<file path="src/rtl/fft_frame_sequencer.sv">
// Streams one buffered frame at a time into the FFT sink, with a 2-entry skid FIFO
// absorbing sink backpressure and a one-deep queue for frames announced while busy.
module fft_frame_sequencer #(
    parameter int W        = 16,
    parameter int NSamples = 1024,
    parameter int IDX_W    = 10,
    parameter int DROP_W   = 8
) (
    input  logic              clk,
    input  logic              reset,
    input  logic              frame_ready,
    output logic              buf_rd_en,
    input  logic [W-1:0]      buf_rd_data,
    output logic              sink_valid,
    input  logic              sink_ready,
    output logic              sink_sop,
    output logic              sink_eop,
    output logic [W-1:0]      sink_data,
    output logic [IDX_W-1:0]  sink_index,
    output logic              busy,
    output logic              frame_done,
    output logic              overrun,
    output logic [DROP_W-1:0] frames_dropped
);

    localparam logic [IDX_W:0]   NS   = (IDX_W+1)'(NSamples);
    localparam logic [IDX_W-1:0] LAST = IDX_W'(NSamples - 1);

    typedef enum logic [1:0] {IDLE, STREAM, DRAIN} state_t;

    state_t           state, state_nxt;
    logic             pending, pending_nxt;
    logic             drop;
    logic [IDX_W:0]   rd_cnt;
    logic             rd_inflight;
    logic [IDX_W-1:0] rd_idx;

    logic [W-1:0]     fifo_data [2];
    logic [IDX_W-1:0] fifo_idx  [2];
    logic             wr_ptr, rd_ptr;
    logic [1:0]       fifo_cnt;

    logic             head_valid, xfer, eop_xfer;
    logic [IDX_W-1:0] head_idx;
    logic [1:0]       occ_after_pop;

    assign head_valid = (fifo_cnt != 2'd0);
    assign head_idx   = fifo_idx[rd_ptr];
    assign xfer       = head_valid && sink_ready;
    assign eop_xfer   = xfer && (head_idx == LAST);

    // Entries held or in flight once this cycle's pop is accounted for; never exceeds 2.
    assign occ_after_pop = fifo_cnt + {1'b0, rd_inflight} - {1'b0, xfer};
    assign buf_rd_en     = (state == STREAM) && (rd_cnt < NS) && (occ_after_pop < 2'd2);

    always_comb begin
        state_nxt   = state;
        pending_nxt = pending;
        drop        = 1'b0;
        case (state)
            IDLE: begin
                // A queued frame and a new pulse together: one starts, the other stays queued.
                pending_nxt = pending && frame_ready;
                if (frame_ready || pending) state_nxt = STREAM;
            end
            STREAM: begin
                if (buf_rd_en && rd_cnt == NS - 1'b1) state_nxt = DRAIN;
                pending_nxt = pending || frame_ready;
                drop        = pending && frame_ready;
            end
            DRAIN: begin
                if (eop_xfer) begin
                    state_nxt   = pending ? STREAM : IDLE;
                    pending_nxt = frame_ready;
                end else begin
                    pending_nxt = pending || frame_ready;
                    drop        = pending && frame_ready;
                end
            end
            default: state_nxt = IDLE;
        endcase
    end

    always_ff @(posedge clk) begin
        if (reset) begin
            state          <= IDLE;
            pending        <= 1'b0;
            rd_cnt         <= '0;
            rd_inflight    <= 1'b0;
            rd_idx         <= '0;
            wr_ptr         <= 1'b0;
            rd_ptr         <= 1'b0;
            fifo_cnt       <= 2'd0;
            frame_done     <= 1'b0;
            overrun        <= 1'b0;
            frames_dropped <= '0;
        end else begin
            state       <= state_nxt;
            pending     <= pending_nxt;
            if (state_nxt == STREAM && state != STREAM) rd_cnt <= '0;
            else                                         rd_cnt <= rd_cnt + (IDX_W+1)'(buf_rd_en);
            rd_inflight <= buf_rd_en;
            rd_idx      <= rd_cnt[IDX_W-1:0];
            if (rd_inflight) wr_ptr <= ~wr_ptr;
            if (xfer)        rd_ptr <= ~rd_ptr;
            fifo_cnt    <= fifo_cnt + {1'b0, rd_inflight} - {1'b0, xfer};
            frame_done  <= eop_xfer;
            overrun     <= drop;
            if (drop && frames_dropped != {DROP_W{1'b1}}) frames_dropped <= frames_dropped + 1'b1;
        end
    end

    // Payload storage needs no reset: occupancy alone decides what is visible.
    always_ff @(posedge clk) begin
        if (rd_inflight) begin
            fifo_data[wr_ptr] <= buf_rd_data;
            fifo_idx[wr_ptr]  <= rd_idx;
        end
    end

    assign sink_valid = head_valid;
    assign sink_data  = head_valid ? fifo_data[rd_ptr] : '0;
    assign sink_index = head_valid ? head_idx : '0;
    assign sink_sop   = head_valid && (head_idx == '0);
    assign sink_eop   = head_valid && (head_idx == LAST);
    assign busy       = (state != IDLE);

endmodule

</file>
<file path="config.mk">
export PLATFORM = sky130hd
export DESIGN_NAME = fft_frame_sequencer
export DESIGN_NICKNAME = d
export VERILOG_FILES = /design/src/rtl/fft_frame_sequencer.sv
export SDC_FILE = /design/constraint.sdc
export NUM_CORES = 1
export LEC_CHECK = 0
export BUFFER_PORTS_ARGS = -buffer_cell sky130_fd_sc_hd__buf_4
export CORE_ASPECT_RATIO = 1.1
export CORE_MARGIN = 1
export CORE_UTILIZATION = 45
export CTS_CLUSTER_DIAMETER = 200
export DETAILED_ROUTE_END_ITERATION = 6
export PLACE_DENSITY = 0.69
export SLEW_MARGIN = 40
export SYNTH_ARGS = -nofsm -noshare
export SYNTH_HDL_FRONTEND = slang
export SYNTH_SLANG_ARGS = --single-unit
</file>
<file path="constraint.sdc">
create_clock -name clk -period 4 [get_ports clk]
set_clock_uncertainty 0.15 [all_clocks]
set_input_delay 0.8 -clock clk [delete_from_list [all_inputs] [get_ports clk]]
set_output_delay 0.8 -clock clk [all_outputs]
set_load 0.03 [all_outputs]
</file>
==> results of run 1 <==
-- cells by family (layout without fill, tap and decap cells) --
kind of cell / count (synthesis) / in the layout / synth area share [%]
buffers and inverters: 27 / 92 / 3.13
DFF: 92 / 92 / 55.7
AOI/OAI and AO/OA: 44 / 44 / 8.90
and+or+nand+nor: 154 / 154 / 18.8
adders and majority gates: 10 / 10 / 2.95
muxes: 32 / 32 / 7.81
xor gates and xnor gates: 12 / 12 / 2.80
-- flip-flops by register name, summed over array words and instances, names as in the netlist, 2 cells and up, named ones only --
name	count
fifo_data	32
fifo_idx	20
rd_cnt	11
rd_idx	10
frames_dropped	8
fifo_cnt	2
state	2
-- how the worst min path moves through the flow --
stage                    from             end  slack [ns]
floorplan           rd_idx[0]  fifo_idx[0][0]        0.25
global placement    rd_idx[9]  fifo_idx[0][9]        0.26
detailed placement  rd_idx[7]  fifo_idx[0][7]        0.26
CTS                 rd_idx[8]  fifo_idx[0][8]        0.28
global route        rd_idx[7]  fifo_idx[1][7]        0.29
finish              rd_idx[7]  fifo_idx[0][7]        0.28
-- layer usage --
layer / share of wire, % / GRT usage, %
met1: 43 / 20.6
met2: 50 / 28.7
met3: 5.0 / 3.87
met4: 1.3 / 7.03
met5: 0 / 0
-- critical path, stage by stage --
cell and delay (ns):
buf_4 0.11, o21a_2 0.13, ha_1 0.27, inv_1 0.04, ha_1 0.18, xnor3_1 0.24, nand3b_1 0.16, inv_1 0.13
buf_4 0.17
-- cell type report --
| class | count | share of cell area, % |
|---|---|---|
| multi-input combinational | 252 | 34.9 |
| clock inverter | 6 | 2.21 |
| clock buffer | 10 | 2.54 |
| tap | 114 | 2.84 |
| sequential | 92 | 47.0 |
| inverter | 11 | 0.821 |
| timing repair buffer | 65 | 9.70 |
-- cells in the final DEF, fill, tap and decap left out, types with 4 or more instances in the layout --
master	instances
edfxtp_1	52
mux2i_1	25
mux2_1	6
o22ai_2	8
nor2b_1	20
nor3_1	10
xor2_1	5
a21oi_1	9
nand2_1	15
or3_1	4
buf_4	65
nand3_1	22
clkbuf_8	9
ha_1	10
xnor2_1	6
o211ai_1	4
inv_1	11
nor2_1	50
dfxtp_1	39
nand2b_1	11
-- where the power goes --
| group | switching, W | internal [W] | leakage [nW] |
|---|---|---|---|
| clock network | 0.000314 | 0.000416 | 0.117 |
| registers | 0.0000697 | 0.00107 | 0.789 |
| logic | 0.000582 | 0.000363 | 0.976 |
-- through the flow --
stage / instances / hold slack [ns] / cell area (um2) / utilization, %
2_1_floorplan: 371 / 0.254 / 4240 / -
3_3_place_gp: 534 / 0.255 / 4790 / 53.2
3_5_place_dp: 534 / 0.262 / 4790 / 53.2
4_1_cts: 550 / 0.282 / 5030 / 55.8
5_1_grt: 550 / 0.286 / 5030 / 55.8
6_report: 550 / 0.281 / 5030 / 55.8
==> impl_metrics.xml, run 1 <==
<?xml version="1.0" encoding="UTF-8"?>
<metrics>
  <group name="outcome">
    <metric name="status" unit="">finished clean</metric>
  </group>
  <group name="cts">
    <metric name="htree_levels" unit="">3</metric>
    <metric name="cts_setup_buffers" unit="">0</metric>
    <metric name="postCtsResizedCells" unit="">0</metric>
    <metric name="clk_root_buffer_cell" unit="">clkbuf_8</metric>
    <metric name="cts-buffers-inserted" unit="">9</metric>
    <metric name="clk_path_buf_depth" unit="">2</metric>
    <metric name="cts.hold.buffers_added" unit="">0</metric>
    <metric name="clock_sink_count" unit="">92</metric>
    <metric name="clock_tree_from_tritoncts" unit="">built</metric>
    <metric name="worst_setup_hold_path_clk_slew" unit="ns">0.08</metric>
    <metric name="worstSkewPairLatency" unit="ns">0.36</metric>
  </group>
  <group name="cells_and_area">
    <metric name="layout.area.seq" unit="um2">2360</metric>
    <metric name="final_layout_size_suffix_gt1_share" unit="%">25.2</metric>
    <metric name="area_used_by_multi_input_combinational_logic" unit="um2">1760</metric>
    <metric name="flow.area_growth_from_synthesis" unit="%">18.5</metric>
    <metric name="antenna_cells" unit="">0</metric>
    <metric name="fillers" unit="">789</metric>
    <metric name="nets" unit="">461</metric>
  </group>
  <group name="setup_path">
    <metric name="crit_required" unit="ns">3.05</metric>
    <metric name="worst_r2r_endpoint" unit="">rd_cnt[10]</metric>
    <metric name="end_kind" unit="">primary output</metric>
    <metric name="worstPathMaxFanout" unit="">4</metric>
    <metric name="worst-endpoint-arrival" unit="ns">2.23</metric>
    <metric name="startpoint_type" unit="">primary input</metric>
    <metric name="crit_start" unit="">sink_ready</metric>
    <metric name="source_of_the_worst_register_to_register_timing_path" unit="">fifo_cnt[0]</metric>
    <metric name="worst-r2r-cell-count" unit="">14</metric>
    <metric name="crit_end" unit="">buf_rd_en</metric>
    <metric name="minimum_setup_slack_among_reg_to_reg_paths" unit="ns">1.05</metric>
    <metric name="crit_type" unit="">in2out</metric>
  </group>
  <group name="logic_synthesis">
    <metric name="yosysTopAreaCell" unit="">edfxtp_1</metric>
    <metric name="dominantRegCellSynth" unit="">edfxtp_1</metric>
    <metric name="mappedNetlistNets" unit="">401</metric>
    <metric name="ys_ff_latch" unit="">92</metric>
    <metric name="netlist.area_leader.share" unit="%">36.8</metric>
    <metric name="synth_enable_flop_cells" unit="">52</metric>
    <metric name="top_count_cell_post_synth" unit="">edfxtp_1</metric>
    <metric name="synth_top_area_cells" unit="">edfxtp_1 37%, dfxtp_1 19%, mux2i_1 5.9%, nor2_1 4.5%, nor2b_1 3.1%</metric>
    <metric name="yosysWarnings" unit="">0</metric>
    <metric name="ys_top_cells_by_count" unit="">52 x edfxtp_1, 51 x nor2_1, 40 x dfxtp_1, 25 x mux2i_1, 22 x nand3_1</metric>
    <metric name="synth_area_per_cell" unit="um2">11.4</metric>
    <metric name="synth_sequential_area_ratio" unit="%">55.7</metric>
    <metric name="async_reset_ff_share" unit="%">0</metric>
    <metric name="netlist_instances" unit="">371</metric>
    <metric name="post_synth_num_cell_types" unit="">55</metric>
    <metric name="mappedNetlistArea" unit="um2">4240</metric>
  </group>
  <group name="global_route">
    <metric name="global_route_wire_length_before_repair" unit="um">12700</metric>
    <metric name="globalRouteTotalUtil" unit="%">17.0</metric>
    <metric name="grt_pass1_vias" unit="">2748</metric>
    <metric name="antenna_violations_before_repair" unit="">0</metric>
    <metric name="grt_max_degree" unit="">48</metric>
    <metric name="grt_remaining_overflow" unit="">0</metric>
  </group>
  <group name="sta">
    <metric name="worst_slew_pin_slew" unit="ns">0.633</metric>
    <metric name="slew_headroom" unit="%">57.7</metric>
    <metric name="unrepaired_setup_endpoints_after_global_routing" unit="">no</metric>
    <metric name="timing.setup.tns" unit="ns">0</metric>
    <metric name="slew_viol_final" unit="">0</metric>
    <metric name="count_of_final_setup_violators" unit="">0</metric>
    <metric name="final.setup.worst_slack" unit="ns">0.821</metric>
    <metric name="min_period" unit="ns">3.18</metric>
    <metric name="final_min_period_over_clock_period" unit="%">79.5</metric>
    <metric name="finalHoldViolCount" unit="">0</metric>
    <metric name="fmaxAchievable" unit="MHz">315</metric>
  </group>
  <group name="detailed_routing">
    <metric name="totalWireLength" unit="um">7820</metric>
    <metric name="detail_route.drc_violations" unit="">0</metric>
    <metric name="via_per_inst" unit="">5.16</metric>
    <metric name="count_of_nets_left_with_antenna_violations_after_detail_routing" unit="">0</metric>
    <metric name="wl_per_cell" unit="um">14.2</metric>
    <metric name="drtPass1Iterations" unit="">5</metric>
    <metric name="drt_iter0_markers" unit="">79</metric>
    <metric name="routed-via-count" unit="">2839</metric>
  </group>
  <group name="power">
    <metric name="worst_ir_drop_vdd" unit="mV">0.233</metric>
    <metric name="pleak" unit="nW">1.88</metric>
    <metric name="power" unit="W">0.00281</metric>
    <metric name="pwr_density_cell" unit="nW/um2">560</metric>
  </group>
  <group name="floorplan">
    <metric name="die_width" unit="um">94.6</metric>
    <metric name="num_io_pins" unit="">61</metric>
    <metric name="die_y" unit="um">104</metric>
    <metric name="core_area" unit="um2">9010</metric>
    <metric name="rows" unit="">36</metric>
    <metric name="floorplan.die_area" unit="um2">9820</metric>
    <metric name="initial_core_util" unit="%">47.1</metric>
  </group>
  <group name="place">
    <metric name="numPortBuffers" unit="">60</metric>
    <metric name="routabilityCongestion" unit="">0.843</metric>
    <metric name="preCtsSetupSlack" unit="ns">0.573</metric>
    <metric name="dp_hpwl" unit="um">5480</metric>
  </group>
  <group name="hold_path">
    <metric name="number_of_cells_on_the_worst_hold_path" unit="">0</metric>
    <metric name="holdCritPathClass" unit="">reg2reg</metric>
  </group>
  <group name="flow_run">
    <metric name="max_cap_violations" unit="">0</metric>
  </group>
</metrics>
(Power assumes the default switching activity.)
==> run 2, diff against run 1 <==
Clock period 4 ns to 3 ns, I/O delays scaled along.
==> impl_metrics.xml, run 2 (synthesis gave the netlist of run 1 again) <==
<?xml version="1.0" encoding="UTF-8"?>
<metrics>
  <group name="outcome">
    <metric name="status" unit="">finished clean</metric>
  </group>
  <group name="sta">
    <metric name="min_period" unit="ns">2.83</metric>
    <metric name="final.setup.worst_slack" unit="ns">0.167</metric>
    <metric name="worst_slew_pin_slew" unit="ns">0.628</metric>
    <metric name="final_min_period_over_clock_period" unit="%">94.4</metric>
    <metric name="fmaxAchievable" unit="MHz">353</metric>
    <metric name="unrepaired_setup_endpoints_after_global_routing" unit="">no</metric>
    <metric name="slew_viol_final" unit="">0</metric>
    <metric name="count_of_final_setup_violators" unit="">0</metric>
    <metric name="finalHoldViolCount" unit="">0</metric>
    <metric name="fin_hold_ws" unit="ns">0.266</metric>
    <metric name="slew_headroom" unit="%">58.0</metric>
  </group>
  <group name="setup_path">
    <metric name="crit_required" unit="ns">2.25</metric>
    <metric name="worstPathMaxFanout" unit="">3</metric>
    <metric name="worst-endpoint-arrival" unit="ns">2.08</metric>
    <metric name="end_kind" unit="">primary output</metric>
    <metric name="startpoint_type" unit="">flop</metric>
    <metric name="crit_type" unit="">reg2out</metric>
  </group>
  <group name="detailed_routing">
    <metric name="detail_route.drc_violations" unit="">0</metric>
    <metric name="drtPass1Iterations" unit="">4</metric>
    <metric name="via_per_inst" unit="">5.28</metric>
    <metric name="wl_per_cell" unit="um">14.3</metric>
    <metric name="totalWireLength" unit="um">7940</metric>
    <metric name="count_of_nets_left_with_antenna_violations_after_detail_routing" unit="">0</metric>
    <metric name="routed-via-count" unit="">2942</metric>
    <metric name="drt_iter0_markers" unit="">103</metric>
  </group>
  <group name="floorplan">
    <metric name="initial_core_util" unit="%">47.1</metric>
    <metric name="floorplan.die_area" unit="um2">9820</metric>
    <metric name="num_io_pins" unit="">61</metric>
    <metric name="rows" unit="">36</metric>
    <metric name="die_width" unit="um">94.6</metric>
    <metric name="die_y" unit="um">104</metric>
    <metric name="core_area" unit="um2">9010</metric>
  </group>
  <group name="global_route">
    <metric name="global_route_wire_length_before_repair" unit="um">13300</metric>
    <metric name="grt_remaining_overflow" unit="">0</metric>
    <metric name="antenna_violations_before_repair" unit="">0</metric>
    <metric name="globalRouteTotalUtil" unit="%">17.5</metric>
    <metric name="grt_pass1_vias" unit="">2984</metric>
    <metric name="grt_max_degree" unit="">48</metric>
  </group>
  <group name="cts">
    <metric name="clock_sink_count" unit="">92</metric>
    <metric name="clk_root_buffer_cell" unit="">clkbuf_8</metric>
    <metric name="worstSkewPairLatency" unit="ns">0.36</metric>
    <metric name="clk_path_buf_depth" unit="">2</metric>
    <metric name="cts.hold.buffers_added" unit="">0</metric>
    <metric name="cts-buffers-inserted" unit="">9</metric>
    <metric name="worst_setup_hold_path_clk_slew" unit="ns">0.09</metric>
    <metric name="clock_tree_from_tritoncts" unit="">built</metric>
    <metric name="htree_levels" unit="">3</metric>
  </group>
  <group name="hold_path">
    <metric name="holdCritPathClass" unit="">in2reg</metric>
  </group>
  <group name="cells_and_area">
    <metric name="final_layout_size_suffix_gt1_share" unit="%">26.6</metric>
    <metric name="final_cell_mix" unit="">72 x buf_4, 52 x edfxtp_1, 50 x nor2_1, 39 x dfxtp_1, 25 x mux2i_1</metric>
    <metric name="largest_register_ffs" unit="">32</metric>
    <metric name="top_register" unit="">fifo_data</metric>
    <metric name="biggestRegsByFlops" unit="">fifo_data x32, fifo_idx x20, rd_cnt x11</metric>
    <metric name="antenna_cells" unit="">0</metric>
    <metric name="fillers" unit="">782</metric>
    <metric name="nets" unit="">468</metric>
    <metric name="flow.area_growth_from_synthesis" unit="%">19.3</metric>
    <metric name="final_common_cell" unit="">buf_4</metric>
  </group>
  <group name="power">
    <metric name="worst_ir_drop_vdd" unit="mV">0.246</metric>
    <metric name="pleak" unit="nW">1.91</metric>
    <metric name="pwr_density_cell" unit="nW/um2">726</metric>
  </group>
  <group name="place">
    <metric name="numPortBuffers" unit="">60</metric>
    <metric name="routabilityCongestion" unit="">0.817</metric>
    <metric name="preCtsSetupSlack" unit="ns">-0.0345</metric>
    <metric name="dp_hpwl" unit="um">5600</metric>
  </group>
  <group name="flow_run">
    <metric name="max_cap_violations" unit="">0</metric>
  </group>
</metrics>
-- run 2: cell count changes in the layout (fill, tap and decap cells not counted), sizes merged --
| cell | before | now |
|---|---|---|
| buf | 65 | 72 |
| bufinv | 3 | 1 |
| clkbuf | 10 | 11 |
| clkinv | 1 | 2 |
| clkinvlp | 1 | 0 |
| inv | 12 | 13 |
-- run 2: worst max-delay path: stages, from the launching register on --
cell	delay, ns
dfxtp_1	0.34
o21a_2	0.22
ha_1	0.26
inv_1	0.06
ha_1	0.14
xnor3_1	0.23
nand3b_1	0.13
inv_2	0.05
buf_4	0.13
buf_4	0.16
-- run 2: timing repair --
| item | CTS | global route |
|---|---|---|
| gates resized for setup | 0 | 1 |
| setup endpoints to repair | 0 | 1 |
| buffers inserted | 0 | 0 |
-- run 2: per-stage QoR --
stage | instances | setup TNS [ns] | area, um2 | total power [W] | util, %
2_1_floorplan | 371 | 0 | 4240 | 0.00239 | -
3_3_place_gp | 541 | 0 | 4840 | 0.00282 | 53.8
3_5_place_dp | 541 | -0.0647 | 4840 | 0.00283 | 53.8
4_1_cts | 557 | 0 | 5060 | 0.00372 | 56.2
5_1_grt | 557 | 0 | 5060 | 0.00388 | 56.2
6_report | 557 | 0 | 5060 | 0.00368 | 56.2
-- run 2: final timing paths --
kind,startpoint,end,slack [ns],cells past startpoint
max,fifo_cnt[0],buf_rd_en,0.17,9
min,buf_rd_data[7],fifo_data[1][7],0.27,1
max reg2reg,fifo_cnt[0],rd_cnt[10],0.23,14
min reg2reg,rd_idx[4],fifo_idx[1][4],0.28,0
-- run 2: per-layer routing --
metal	part of all wire, %	global-route usage (%)
met5	0	0
met1	43	20.2
met3	5.2	4.09
met2	50	30.3
met4	2.2	8.12
-- run 2: cell type report --
class                   count  area (um2)  share of cell area, %
inverters                  11        41.3                  0.815
flip-flops and latches     92        2360                   46.7
repair buffers             72         541                   10.7
clock buffers              11         153                   3.01
well taps                 114         143                   2.82
clock inverters             5        65.1                   1.28
multi-input cells         252        1760                   34.7
-- run 2: power breakdown --
group / switching [W] / internal (W) / total [W]
registers: 0.0000825 / 0.00143 / 0.00151
clock network: 0.000443 / 0.000445 / 0.000888
logic: 0.000780 / 0.000503 / 0.00128
total: 0.00131 / 0.00237 / 0.00368
==> run 3, diff against run 2 <==
Settings changed: PLACE_DENSITY 0.69 to default, PLACE_DENSITY_LB_ADDON from default to 0.12, REMOVE_ABC_BUFFERS from default to 1, TNS_END_PERCENT from default to 50.
==> impl_metrics.xml, run 3 (synthesis gave the netlist of run 1 again) <==
<?xml version="1.0" encoding="UTF-8"?>
<metrics>
  <group name="outcome">
    <metric name="status" unit="">finished clean</metric>
  </group>
  <group name="cts">
    <metric name="worst_setup_hold_path_clk_slew" unit="ns">0.09</metric>
    <metric name="clock_sink_count" unit="">92</metric>
    <metric name="cts.hold.buffers_added" unit="">0</metric>
    <metric name="clock_tree_from_tritoncts" unit="">built</metric>
    <metric name="postCtsResizedCells" unit="">0</metric>
    <metric name="cts_setup_buffers" unit="">0</metric>
    <metric name="clk_path_buf_depth" unit="">2</metric>
    <metric name="cts-buffers-inserted" unit="">9</metric>
    <metric name="worstSkewPairLatency" unit="ns">0.36</metric>
    <metric name="htree_levels" unit="">3</metric>
    <metric name="clk_root_buffer_cell" unit="">clkbuf_8</metric>
  </group>
  <group name="power">
    <metric name="worst_ir_drop_vdd" unit="mV">0.325</metric>
    <metric name="pleak" unit="nW">1.91</metric>
    <metric name="pwr_density_cell" unit="nW/um2">715</metric>
  </group>
  <group name="floorplan">
    <metric name="initial_core_util" unit="%">47.1</metric>
    <metric name="rows" unit="">36</metric>
    <metric name="num_io_pins" unit="">61</metric>
    <metric name="floorplan.die_area" unit="um2">9820</metric>
    <metric name="die_y" unit="um">104</metric>
    <metric name="die_width" unit="um">94.6</metric>
    <metric name="core_area" unit="um2">9010</metric>
  </group>
  <group name="sta">
    <metric name="count_of_final_setup_violators" unit="">0</metric>
    <metric name="slew_viol_final" unit="">0</metric>
    <metric name="min_period" unit="ns">2.83</metric>
    <metric name="fin_hold_ws" unit="ns">0.272</metric>
    <metric name="finalHoldViolCount" unit="">0</metric>
    <metric name="slew_headroom" unit="%">59.4</metric>
    <metric name="worst_slew_pin_slew" unit="ns">0.608</metric>
    <metric name="timing.setup.tns" unit="ns">0</metric>
    <metric name="fmaxAchievable" unit="MHz">353</metric>
    <metric name="final_min_period_over_clock_period" unit="%">94.3</metric>
    <metric name="unrepaired_setup_endpoints_after_global_routing" unit="">no</metric>
  </group>
  <group name="cells_and_area">
    <metric name="fillers" unit="">789</metric>
    <metric name="layout.area.seq" unit="um2">2360</metric>
    <metric name="biggestRegsByFlops" unit="">fifo_data x32, fifo_idx x20, rd_cnt x11</metric>
    <metric name="final_cell_area" unit="um2">5060</metric>
    <metric name="area_used_by_multi_input_combinational_logic" unit="um2">1760</metric>
    <metric name="flow.area_growth_from_synthesis" unit="%">19.1</metric>
    <metric name="final_core_util" unit="%">56.1</metric>
    <metric name="final_layout_size_suffix_gt1_share" unit="%">26.9</metric>
    <metric name="top_register" unit="">fifo_data</metric>
    <metric name="final_cell_count_no_fill" unit="">557</metric>
    <metric name="largest_register_ffs" unit="">32</metric>
    <metric name="final_cell_mix" unit="">72 x buf_4, 52 x edfxtp_1, 50 x nor2_1, 39 x dfxtp_1, 25 x mux2i_1</metric>
    <metric name="antenna_cells" unit="">0</metric>
    <metric name="final_common_cell" unit="">buf_4</metric>
    <metric name="nets" unit="">468</metric>
  </group>
  <group name="detailed_routing">
    <metric name="wl_per_cell" unit="um">14.2</metric>
    <metric name="detail_route.drc_violations" unit="">0</metric>
    <metric name="drt_iter0_markers" unit="">77</metric>
    <metric name="count_of_nets_left_with_antenna_violations_after_detail_routing" unit="">0</metric>
    <metric name="via_per_inst" unit="">5.16</metric>
    <metric name="totalWireLength" unit="um">7900</metric>
    <metric name="routed-via-count" unit="">2875</metric>
    <metric name="drtPass1Iterations" unit="">4</metric>
  </group>
  <group name="hold_path">
    <metric name="holdCritPathClass" unit="">in2reg</metric>
  </group>
  <group name="setup_path">
    <metric name="crit_required" unit="ns">2.25</metric>
    <metric name="worst-endpoint-arrival" unit="ns">2.08</metric>
    <metric name="startpoint_type" unit="">flop</metric>
    <metric name="end_kind" unit="">primary output</metric>
    <metric name="crit_type" unit="">reg2out</metric>
    <metric name="worstPathMaxFanout" unit="">3</metric>
  </group>
  <group name="global_route">
    <metric name="grt_max_degree" unit="">48</metric>
    <metric name="antenna_violations_before_repair" unit="">0</metric>
    <metric name="grt_pass1_vias" unit="">2741</metric>
    <metric name="grt_remaining_overflow" unit="">0</metric>
    <metric name="global_route_wire_length_before_repair" unit="um">12900</metric>
    <metric name="globalRouteTotalUtil" unit="%">17.1</metric>
  </group>
  <group name="place">
    <metric name="dp_hpwl" unit="um">5520</metric>
    <metric name="routabilityCongestion" unit="">0.799</metric>
    <metric name="number_of_cells_in_the_design_after_placement" unit="">541</metric>
    <metric name="detailed_place.area" unit="um2">4840</metric>
    <metric name="numPortBuffers" unit="">60</metric>
  </group>
  <group name="flow_run">
    <metric name="max_cap_violations" unit="">0</metric>
  </group>
</metrics>
[run 3: cell count changes in the layout (fill, tap and decap cells not counted), sizes merged]
cell / delta
bufinv: -1
clkinv: +2
inv: -1
[run 3: final cells by class]
type / instances / area share [%]
Clock buffer: 11 / 3.44
Multi-Input combinational cell: 252 / 34.9
Clock inverter: 5 / 0.594
Timing Repair Buffer: 72 / 10.7
Tap cell: 114 / 2.82
Sequential cell: 92 / 46.7
Inverter: 11 / 0.817
[run 3: worst max-delay path: stages (launching register included)]
cell and delay [ns]:
dfxtp_1 0.34, o21a_2 0.22, ha_1 0.27, inv_1 0.06, ha_1 0.14, xnor3_1 0.23, nand3b_1 0.12, inv_1 0.07
buf_4 0.13, buf_4 0.16
[run 3: final timing paths]
path | startpoint | endpoint | slack (ns) | cells after the start
setup reg to reg | fifo_cnt[0] | rd_cnt[8] | 0.23 | 14
hold / removal | buf_rd_data[6] | fifo_data[1][6] | 0.27 | 1
hold reg to reg | rd_idx[8] | fifo_idx[0][8] | 0.28 | 0
setup / recovery | fifo_cnt[0] | buf_rd_en | 0.17 | 9
[run 3: layer usage]
layer,vias to the layer above,track usage [%],routed length [um]
li1,1454,-,-
met5,-,0,0
met3,11,3.95,392
met1,1352,20.5,3450
met4,0,7.03,121
met2,58,29.2,3940
[run 3: through the flow]
step                setup WS (ns)  total power, W
CTS                         0.142         0.00366
global route               0.0162         0.00380
floorplan                 -0.0882         0.00236
finish                      0.171         0.00361
global placement         0.000999         0.00282
detailed placement        -0.0526         0.00284
[run 3: power breakdown]
part | internal [W] | switching (W)
combinational | 0.000503 | 0.000782
sequential | 0.00143 | 0.0000792
clock | 0.000399 | 0.000424
total | 0.00233 | 0.00129
